### src/rtl/branch_seq_pkg.sv
// -----------------------------------------------------------------------------
// branch_seq_pkg
// Shared constants, state encoding and immediate decoding for the serial
// branch-resolution sequencer.
//   OPC_BRANCH     : SB-type major opcode
//   F3_*           : SB-type funct3 codes (beq/bne/blt/bge/bltu/bgeu)
//   state_t        : sequencer state encoding
//   imm_b()        : 32-bit sign-extended SB-type immediate of an instruction
// -----------------------------------------------------------------------------
package branch_seq_pkg;

    localparam logic [6:0] OPC_BRANCH = 7'b1100011;

    localparam logic [2:0] F3_BEQ  = 3'd0;
    localparam logic [2:0] F3_BNE  = 3'd1;
    localparam logic [2:0] F3_BLT  = 3'd4;
    localparam logic [2:0] F3_BGE  = 3'd5;
    localparam logic [2:0] F3_BLTU = 3'd6;
    localparam logic [2:0] F3_BGEU = 3'd7;

    typedef enum logic [1:0] {
        ST_IDLE    = 2'd0,
        ST_SUB     = 2'd1,
        ST_RESOLVE = 2'd2,
        ST_RESP    = 2'd3
    } state_t;

    // Offset bits are scattered across the word; bit 0 is always zero.
    function automatic logic [31:0] imm_b(input logic [31:0] instr);
        return {{19{instr[31]}}, instr[31], instr[7], instr[30:25],
                instr[11:8], 1'b0};
    endfunction

endpackage

### src/rtl/branch_slice_adder.sv
// -----------------------------------------------------------------------------
// branch_slice_adder
// Plain SLICE_W-bit ripple adder with carry in/out. The parent feeds the
// inverted subtrahend slice so that successive slices form rs1 - rs2.
//   a, b : slice operands
//   ci   : carry in
//   s    : slice sum
//   co   : carry out
// -----------------------------------------------------------------------------
module branch_slice_adder #(
    parameter int SLICE_W = 8
) (
    input  logic [SLICE_W-1:0] a,
    input  logic [SLICE_W-1:0] b,
    input  logic               ci,
    output logic [SLICE_W-1:0] s,
    output logic               co
);

    assign {co, s} = {1'b0, a} + {1'b0, b} + {{SLICE_W{1'b0}}, ci};

endmodule

### src/rtl/branch_seq_ctrl.sv
// -----------------------------------------------------------------------------
// branch_seq_ctrl
// Multicycle branch resolver. Accepts one request, computes rs1 - rs2 one
// slice per cycle through a single narrow adder, resolves taken/not-taken
// for the SB-type funct3 codes and returns the redirect decision and the
// next-PC target.
//   clk, rst_n                 : clock, asynchronous active-low reset
//   flush                      : synchronous abort of the in-flight request
//   req_valid / req_ready      : request handshake
//   Instruction, rs1Data,
//   rs2Data, PC                : request payload
//   resp_valid / resp_ready    : response handshake
//   Branch, Target, Illegal    : response payload (held until handshake)
//   busy                       : sequencer not idle
// -----------------------------------------------------------------------------
module branch_seq_ctrl
    import branch_seq_pkg::*;
#(
    parameter int XLEN    = 32,
    parameter int SLICE_W = 8
) (
    input  logic            clk,
    input  logic            rst_n,
    input  logic            flush,
    input  logic            req_valid,
    output logic            req_ready,
    input  logic [31:0]     Instruction,
    input  logic [XLEN-1:0] rs1Data,
    input  logic [XLEN-1:0] rs2Data,
    input  logic [XLEN-1:0] PC,
    output logic            resp_valid,
    input  logic            resp_ready,
    output logic            Branch,
    output logic [XLEN-1:0] Target,
    output logic            Illegal,
    output logic            busy
);

    localparam int N     = XLEN / SLICE_W;
    localparam int CNT_W = (N > 1) ? $clog2(N) : 1;
    localparam logic [CNT_W-1:0] LAST_SLICE = CNT_W'(N - 1);

    state_t            state;

    // Request fields kept only as far as resolution needs them.
    logic              is_sb_q;
    logic [2:0]        funct3_q;
    logic [XLEN-1:0]   imm_q;
    logic [XLEN-1:0]   rs1_q;
    logic [XLEN-1:0]   rs2_q;
    logic [XLEN-1:0]   pc_q;

    // Serial subtraction state.
    logic [CNT_W-1:0]  cnt;
    logic              carry;
    logic              zacc;     // any nonzero difference bit seen so far
    logic              sum_msb;  // MSB of the latest slice; sum[XLEN-1] after the last

    logic [SLICE_W-1:0] a_slice;
    logic [SLICE_W-1:0] b_slice;
    logic [SLICE_W-1:0] slice_sum;
    logic               slice_co;

    logic               a_msb;
    logic               b_msb;
    logic               is_lt;
    logic               is_ltu;
    logic               branch_nxt;
    logic               illegal_nxt;
    logic [XLEN-1:0]    target_nxt;

    assign req_ready = rst_n & (state == ST_IDLE) & ~flush;
    assign busy      = (state != ST_IDLE);

    assign a_slice = rs1_q[int'(cnt)*SLICE_W +: SLICE_W];
    assign b_slice = ~rs2_q[int'(cnt)*SLICE_W +: SLICE_W];

    branch_slice_adder #(
        .SLICE_W (SLICE_W)
    ) u_slice_adder (
        .a  (a_slice),
        .b  (b_slice),
        .ci (carry),
        .s  (slice_sum),
        .co (slice_co)
    );

    // Signed/unsigned less-than from operand sign bits and the difference MSB:
    // differing signs decide directly, equal signs defer to the sign of a - b.
    // NOTE: every always_comb output gets a default first so no path can
    //       leave it unassigned and infer a latch.
    always_comb begin
        a_msb       = rs1_q[XLEN-1];
        b_msb       = rs2_q[XLEN-1];
        is_lt       = (a_msb & ~b_msb) | ((a_msb ~^ b_msb) & sum_msb);
        is_ltu      = (~a_msb & b_msb) | ((a_msb ~^ b_msb) & sum_msb);
        branch_nxt  = 1'b0;
        illegal_nxt = 1'b0;
        if (is_sb_q) begin
            case (funct3_q)
                F3_BEQ:  branch_nxt = ~zacc;
                F3_BNE:  branch_nxt = zacc;
                F3_BLT:  branch_nxt = is_lt;
                F3_BGE:  branch_nxt = ~is_lt;
                F3_BLTU: branch_nxt = is_ltu;
                F3_BGEU: branch_nxt = ~is_ltu;
                default: illegal_nxt = 1'b1;
            endcase
        end
        target_nxt = branch_nxt ? (pc_q + imm_q) : (pc_q + XLEN'(4));
    end

    // NOTE: sequential state uses non-blocking assignments only, so every
    //       register samples pre-edge values regardless of statement order.
    // NOTE: the operand/PC holding registers are reset too; they are a few
    //       flops, not a memory array, and a known value keeps outputs clean.
    always_ff @(posedge clk or negedge rst_n) begin
        if (!rst_n) begin
            state      <= ST_IDLE;
            is_sb_q    <= 1'b0;
            funct3_q   <= '0;
            imm_q      <= '0;
            rs1_q      <= '0;
            rs2_q      <= '0;
            pc_q       <= '0;
            cnt        <= '0;
            carry      <= 1'b0;
            zacc       <= 1'b0;
            sum_msb    <= 1'b0;
            resp_valid <= 1'b0;
            Branch     <= 1'b0;
            Target     <= '0;
            Illegal    <= 1'b0;
        end else if (flush) begin
            // Abort wins over both handshakes; the request is dropped silently.
            state      <= ST_IDLE;
            resp_valid <= 1'b0;
        end else begin
            case (state)
                ST_IDLE: begin
                    if (req_valid) begin
                        is_sb_q  <= (Instruction[6:0] == OPC_BRANCH);
                        funct3_q <= Instruction[14:12];
                        imm_q    <= XLEN'(signed'(imm_b(Instruction)));
                        rs1_q    <= rs1Data;
                        rs2_q    <= rs2Data;
                        pc_q     <= PC;
                        if (Instruction[6:0] == OPC_BRANCH) begin
                            state <= ST_SUB;
                            cnt   <= '0;
                            carry <= 1'b1;   // +1 completes the two's-complement negate
                            zacc  <= 1'b0;
                        end else begin
                            state <= ST_RESOLVE;
                        end
                    end
                end
                ST_SUB: begin
                    carry   <= slice_co;
                    zacc    <= zacc | (|slice_sum);
                    sum_msb <= slice_sum[SLICE_W-1];
                    if (cnt == LAST_SLICE) begin
                        state <= ST_RESOLVE;
                    end else begin
                        cnt <= cnt + 1'b1;
                    end
                end
                ST_RESOLVE: begin
                    Branch     <= branch_nxt;
                    Target     <= target_nxt;
                    Illegal    <= illegal_nxt;
                    resp_valid <= 1'b1;
                    state      <= ST_RESP;
                end
                ST_RESP: begin
                    if (resp_ready) begin
                        resp_valid <= 1'b0;
                        state      <= ST_IDLE;
                    end
                end
                default: begin
                    state      <= ST_IDLE;
                    resp_valid <= 1'b0;
                end
            endcase
        end
    end

endmodule

### config.mk
export PLATFORM = sky130hd
export DESIGN_NAME = branch_seq_ctrl
export DESIGN_NICKNAME = d
export VERILOG_FILES = /design/src/rtl/branch_seq_pkg.sv /design/src/rtl/branch_slice_adder.sv /design/src/rtl/branch_seq_ctrl.sv
export SDC_FILE = /design/constraint.sdc
export NUM_CORES = 1
export LEC_CHECK = 0
export ABC_AREA = 1
export CORE_ASPECT_RATIO = 0.7
export CORE_MARGIN = 2
export CORE_UTILIZATION = 55
export DETAILED_ROUTE_END_ITERATION = 12
export PLACE_DENSITY_LB_ADDON = 0.15
export RECOVER_POWER = 25
export SLEW_MARGIN = 5
export SYNTH_ARGS = -nofsm -noshare
export SYNTH_HDL_FRONTEND = slang
export SYNTH_SLANG_ARGS = --single-unit
### constraint.sdc
create_clock -name clk -period 4.2 [get_ports clk]
set_input_delay 0.42 -clock clk [delete_from_list [all_inputs] [get_ports clk]]
set_output_delay 0.42 -clock clk [all_outputs]
set_load 0.01 [all_outputs]
==> results of run 1 <==
## cells by family (layout without fill, tap and decap cells)
family | count (synthesis) | count (layout) | share of synthesized area (%)
AND/OR/NAND/NOR | 618 | 618 | 25.5
buffers and inverters | 214 | 379 | 8.39
AO/OA/AOI/OAI | 189 | 189 | 10.3
flip-flops | 154 | 154 | 38.1
multiplexers | 83 | 83 | 9.24
adder cells (fa/ha/maj) | 48 | 48 | 6.16
XOR/XNOR | 26 | 26 | 2.25
## power groups by stage
stage | registers [mW] | clock network, mW | logic (mW)
floorplan | 2.70 | 0 | 4.36
global placement | 2.84 | 0 | 5.90
detailed placement | 2.86 | 0 | 6.02
CTS | 2.85 | 1.62 | 6.10
global route | 2.94 | 1.68 | 6.96
finish | 2.87 | 1.61 | 6.20
## cell usage after synthesis
master / n
a21boi_0: 1
a21o_1: 2
a21oi_1: 109
a21oi_2: 5
a31oi_1: 6
a32o_1: 6
a32oi_1: 2
and2_1: 1
buf_1: 1
buf_2: 18
buf_4: 6
clkbuf_1: 11
clkinv_1: 1
dfrtp_1: 154
fa_1: 3
ha_1: 45
inv_1: 175
inv_2: 2
mux2_2: 83
nand2_1: 365
nand2_2: 3
nand2_4: 1
nand3_1: 64
nand3_2: 3
nand3_4: 1
nand3b_1: 9
nand4_1: 11
nor2_1: 142
nor2_2: 3
nor2_4: 4
nor3_1: 8
nor3_2: 1
nor3_4: 1
o211ai_1: 1
o21a_1: 1
o21ai_0: 41
o21ai_1: 3
o21bai_1: 3
o221ai_1: 1
o22ai_1: 7
o41ai_1: 1
or2_2: 1
xnor2_1: 6
xor2_1: 20
## metrics by stage
| step | total power, mW | hold WS [ns] |
|---|---|---|
| 2_1_floorplan | 7.06 | 0.124 |
| 3_3_place_gp | 8.74 | 0.450 |
| 3_5_place_dp | 8.88 | 0.461 |
| 4_1_cts | 10.6 | 0.0580 |
| 5_1_grt | 11.6 | 0.490 |
| 6_report | 10.7 | 0.481 |
## flip-flops by register name, summed over array words and instances (netlist names)
register / cells
rs2_q: 32
is_sb_q: 1
Target: 32
state: 2
Branch: 1
carry: 1
pc_q: 32
sum_msb: 1
zacc: 1
funct3_q: 3
Illegal: 1
rs1_q: 32
cnt: 2
resp_valid: 1
imm_q: 12
## how the worst max path moves through the flow
stage | startpoint | to
2_1_floorplan | cnt[1]$_DFFE_PN0P_ | zacc$_DFFE_PN0P_
3_3_place_gp | cnt[0]$_DFFE_PN0P_ | zacc$_DFFE_PN0P_
3_5_place_dp | cnt[0]$_DFFE_PN0P_ | zacc$_DFFE_PN0P_
4_1_cts | cnt[0]$_DFFE_PN0P_ | zacc$_DFFE_PN0P_
5_1_grt | rst_n | req_ready
6_report | cnt[0]$_DFFE_PN0P_ | zacc$_DFFE_PN0P_
## area by class of cell
class | count | area, µm² | share of cell area [%]
clock buffers | 18 | 429 | 3.43
inverters | 178 | 668 | 5.34
well taps | 236 | 295 | 2.36
repair buffers | 169 | 1670 | 13.4
multi-input cells | 964 | 5420 | 43.3
flip-flops and latches | 154 | 3850 | 30.8
clock inverters | 14 | 175 | 1.40
## routing by layer
layer	vias up	wire length, µm	track usage [%]
met5	-	0	0
met4	0	280	6.63
met3	22	2850	6.25
met2	389	12100	41.6
met1	4433	14200	49.0
li1	4608	-	-
## critical path, cell delays in order, from the launching register on
cell      delay, ns
dfrtp_1        0.66
inv_1          0.16
buf_4          0.28
o21ai_0        0.18
o22ai_1        0.11
fa_1           0.42
fa_1           0.42
inv_1          0.11
nand3_1        0.09
nand2_1        0.08
nand2_1        0.04
nand2_1        0.05
nand4_1        0.09
nor2_1         0.11
nand3_1        0.08
nand2_1        0.06
a21boi_0       0.07
==> key figures, run 1 <==
Status
  • Status: finished with violations
  • Failing checks: max-capacitance violations, max-slew violations

Timing
  • RSZ-0062 raised after global routing: false
  • Final Setup Violations: 0
  • Min Tclk post-route: 3.14 ns
  • Final hold vios: 0
  • Worst Max-Slew Pin Slew: 2.01 ns
  • Fin worst setup slack: 1.06 ns
  • Fin. max-slew vios: 77
  • Relative slew slack: -34.3%
  • Clock Skew: 0.0151 ns
  • Setup TNS: 0 ns
  • Period utilization: 74.7%
  • Fmax: 319 MHz

Cells and area
  • Synthesis-to-layout area growth: 23.8%
  • # diodes: 0
  • Most frequent cells in the layout: nand2_1 (365), inv_1 (175), clkdlybuf4s50_1 (158), dfrtp_1 (154), nor2_1 (142)
  • Final instance area: 12,500 µm²
  • Fin cells: 1,733
  • Share of post-route cells with drive strength above 1: 10.1%
  • Most common cell after layout, fill and taps aside: nand2_1
  • Final #Nets: 1,665
  • Utilization after layout: 69.5%
  • Fillers: 1,503

Power
  • Internal: 5.56 mW
  • PD cells: 853 nW/µm²
  • Leak: 6.14 nW
  • Net Sw Frac: 47.9%
  • Clock power frac: 15.1%
  • Flop pwr share: 26.9%
  • Comb pwr share: 58.1%
  • Worst vdd ir: 455 µV
  • NetSw: 5.11 mW

Clock tree
  • PostCTS Resize Cnt: 0
  • CTS Buf Count: 17
  • Htree depth: 4
  • CTS clk-pin slew, worst paths: 0.07 ns
  • CTS root buf: clkbuf_16
  • Clock buffer depth: 2
  • Hold-fix buffers, CTS: 0
  • TritonCTS clock tree: built
  • Setup Fix Bufs, Post-CTS: 0
  • Clock Latency Late Sink: 0.44 ns
  • CTS Sinks: 154

Critical path
  • Critical path startpoint category: flop
  • Required @ worst endpoint: 4.52 ns
  • Worst reg2reg path depth: 16
  • Worst EP arrival: 3.45 ns
  • Worst Path Max Fanout: 32
  • R2R setup slack: 1.06 ns
  • R2R Path Start: cnt[0]$_DFFE_PN0P_
  • CP endpoint kind: flop
  • FF-to-FF End: zacc$_DFFE_PN0P_
  • Crit path kind: reg -> reg

Routing
  • Initial drt markers: 967
  • Via density: 5.45
  • Vias: 9,452
  • Final wirelength: 29.5 mm
  • Pre-antenna DRT Iters: 5
  • Antenna-violating nets left: 0
  • DR WL/cell: 17.0 µm
  • Residual DRC count: 0

Floorplan
  • Die X: 166 µm
  • # IOs: 170
  • CORE AREA: 18,000 µm²
  • Initial core utilization: 56.2%
  • Die height: 117 µm
  • Die area: 19,500 µm²
  • Rows: 41

Yosys
  • Avg Cell Area, Syn: 7.59 µm²
  • Area contributors post-synth: dfrtp_1 (38%), nand2_1 (14%), mux2_2 (9.2%)
  • Distinct cells, synth: 44
  • Area leader, netlist: dfrtp_1
  • FF+latch count, synth: 154
  • Top cell type's share of synthesized area: 38.1%
  • Synth Cell Area: 10,100 µm²
  • Sequential fraction of the synthesis area: 38.1%
  • Synthesis Warnings: 0
  • Cell count after synthesis: 1,332
  • Mapped Nets: 1,513

Hold path
  • WHS Path Cells: 1
  • Hold wc startpoint: funct3_q[2]$_DFFE_PN0P_
  • Hold path endpoint: Illegal$_DFFE_PN0P_
  • Worst Hold Class: reg -> reg

Global routing
  • Initial antenna violation count: 0
  • Largest net degree at the start of global routing: 77
  • Grt ovf: 0
  • GRT Total Usage: 30.4%
  • First-pass GRT wire length: 46.6 mm
  • Vias in the first global route: 8,544

Placement
  • Post-Place Cells: 1,701
  • Post-detail-place hpwl: 22.0 mm
  • Port buffer count: 159
  • GPL Wtd Cong: 0.951
  • Worst slack, placed: 1.14 ns
  • Area after DPL: 11,900 µm²

Job
  • MaxCap Viol Count: 1
Power figures use the tool's default switching activity.
==> inputs of run 2 (changes only) <==
--- a/config.mk
+++ b/config.mk
@@ -8,7 +8,7 @@
 export ABC_AREA = 1
 export CORE_ASPECT_RATIO = 0.7
 export CORE_MARGIN = 2
-export CORE_UTILIZATION = 55
+export CORE_UTILIZATION = 54
 export DETAILED_ROUTE_END_ITERATION = 12
 export PLACE_DENSITY_LB_ADDON = 0.15
 export RECOVER_POWER = 25
==> constraint.sdc (replaced) <==
create_clock -name clk -period 3.1 [get_ports clk]
set_input_delay 0.31 -clock clk [delete_from_list [all_inputs] [get_ports clk]]
set_output_delay 0.31 -clock clk [all_outputs]
set_load 0.01 [all_outputs]
==> key figures, run 2 (synthesized netlist as in run 1, its figures left out) <==
Global routing
  • First-pass GRT wire length: 47.5 mm (+1.8%)
  • Grt ovf: 0 (unchanged)
  • Initial antenna violation count: 0 (unchanged)
  • Largest net degree at the start of global routing: 77 (unchanged)
  • GRT Total Usage: 30.7% (+0.24 points)
  • Vias in the first global route: 8,819 (+3.2%)

Clock tree
  • Clock buffer depth: 2 (unchanged)
  • CTS Buf Count: 17 (unchanged)
  • TritonCTS clock tree: built
  • Hold-fix buffers, CTS: 1 (+1)
  • CTS Sinks: 154 (unchanged)
  • CTS clk-pin slew, worst paths: 0.07 ns (about the same)
  • Clock Latency Late Sink: 0.42 ns (-0.02 ns)
  • PostCTS Resize Cnt: 0 (unchanged)
  • Htree depth: 4 (unchanged)
  • CTS root buf: clkbuf_16
  • Setup Fix Bufs, Post-CTS: 0 (unchanged)

Cells and area
  • Final instance area: 12,600 µm² (+0.74%)
  • Most common cell after layout, fill and taps aside: nand2_1
  • Synthesis-to-layout area growth: 24.7%
  • Most frequent cells in the layout: nand2_1 (365), inv_1 (175), clkdlybuf4s50_1 (158), dfrtp_1 (154), nor2_1 (142)
  • # diodes: 0 (unchanged)
  • Final #Nets: 1,671 (+0.36%)
  • Fin cells: 1,739 (+0.35%)
  • Share of post-route cells with drive strength above 1: 10.3% (+0.23 points)

Placement
  • Post-detail-place hpwl: 22.4 mm (+1.8%)
  • Area after DPL: 12,000 µm² (+0.63%)
  • Post-Place Cells: 1,706 (+0.29%)
  • Port buffer count: 159 (unchanged)
  • GPL Wtd Cong: 0.950 (-0.12%)

Timing
  • Min Tclk post-route: 2.83 ns (-0.306 ns)
  • Worst Max-Slew Pin Slew: 1.28 ns (-0.733 ns)
  • Fin. max-slew vios: 0 (-100%)
  • RSZ-0062 raised after global routing: false
  • Period utilization: 91.4% (+17 points)
  • Fmax: 353 MHz (+11%)
  • Hold_ws: 0.348 ns (-0.133 ns)
  • Final Setup Violations: 0 (unchanged)
  • Relative slew slack: 14.6% (+49 points)
  • Setup TNS: 0 ns (unchanged)
  • Clock Skew: 0.0111 ns (-0.00406 ns)
  • Final hold vios: 0 (unchanged)

Power
  • PD cells: 1160 nW/µm² (+36%)
  • Worst vdd ir: 578 µV (+27%)
  • Leak: 6.19 nW (+0.81%)

Floorplan
  • Die X: 168 µm (+0.90%)
  • Die area: 19,900 µm² (+1.8%)
  • Rows: 41 (unchanged)
  • # IOs: 170 (unchanged)
  • Die height: 119 µm (+0.89%)
  • CORE AREA: 18,200 µm² (+0.85%)
  • Initial core utilization: 55.7% (-0.48 points)

Routing
  • Pre-antenna DRT Iters: 5 (unchanged)
  • Final wirelength: 30.0 mm (+1.7%)
  • Antenna-violating nets left: 0 (unchanged)
  • Residual DRC count: 0 (unchanged)
  • Via density: 5.45 (-0.13%)
  • Vias: 9,472 (+0.21%)
  • DR WL/cell: 17.2 µm (+1.3%)
  • Initial drt markers: 1,120 (+16%)

Hold path
  • Worst Hold Class: in -> async

Critical path
  • CP endpoint kind: flop
  • Worst EP arrival: 3.13 ns (-0.32 ns)
  • R2R setup slack: 0.27 ns (-0.79 ns)
  • Crit path kind: reg -> reg
  • Worst Path Max Fanout: 11 (-66%)
  • Critical path startpoint category: flop
  • Required @ worst endpoint: 3.40 ns (-1.12 ns)

Status
  • Status: finished, final reports clean

Job
  • MaxCap Viol Count: 0 (-1)
run 2: path summary, 6_finish.rpt:
path                                              start                     end  depth (start not counted)
worst max-delay path                 cnt[0]$_DFFE_PN0P_        zacc$_DFFE_PN0P_                         16
worst max register to register       cnt[0]$_DFFE_PN0P_        zacc$_DFFE_PN0P_                         16
min in group clk                                  PC[8]     pc_q[8]$_DFFE_PN0P_                          3
max in group asynchronous                         rst_n    imm_q[1]$_DFFE_PN0P_                          3
worst min register to register  funct3_q[2]$_DFFE_PN0P_     Illegal$_DFFE_PN0P_                          1
worst min-delay path                              rst_n  Target[24]$_DFFE_PN0P_                          2
run 2: metrics by stage:
stage	setup WS (ns)	total power [mW]	utilization [%]
floorplan	0.387	9.56	-
global placement	0.341	11.9	66.1
detailed placement	0.316	12.1	66.1
CTS	0.286	14.5	69.5
global route	0.00940	15.9	69.4
finish	0.267	14.6	69.4
run 2: worst max-delay path: stages, from the launching register on:
cell,delay (ns)
dfrtp_1,0.51
inv_1,0.15
buf_4,0.20
nor2_1,0.10
o22ai_1,0.10
fa_1,0.41
fa_1,0.43
inv_1,0.10
nand3_1,0.09
nand2_1,0.08
nand2_1,0.05
nand2_1,0.06
nand4_1,0.12
nor2_1,0.11
nand3_1,0.08
nand2_1,0.07
a21boi_0,0.07
run 2: final cells by class:
| type | count | area [µm²] |
|---|---|---|
| clock buffers | 20 | 457 |
| inverters | 178 | 668 |
| multi-input cells | 964 | 5410 |
| repair buffers | 175 | 1760 |
| well taps | 236 | 295 |
| clock inverters | 12 | 161 |
| flip-flops and latches | 154 | 3850 |
| fillers | 1514 | 5550 |
run 2: power breakdown:
part | total [mW] | switching [mW] | internal, mW | leakage, nW
clock | 2.21 | 0.891 | 1.32 | 0.299
sequential | 3.88 | 0.900 | 2.98 | 1.78
combinational | 8.52 | 5.15 | 3.38 | 4.11
total | 14.6 | 6.94 | 7.68 | 6.19
run 2: layer usage:
layer,global-route usage (%),wire [µm]
met1,47.4,14600
met2,42.4,12200
met3,8.17,2890
met4,6.96,333
met5,0,0
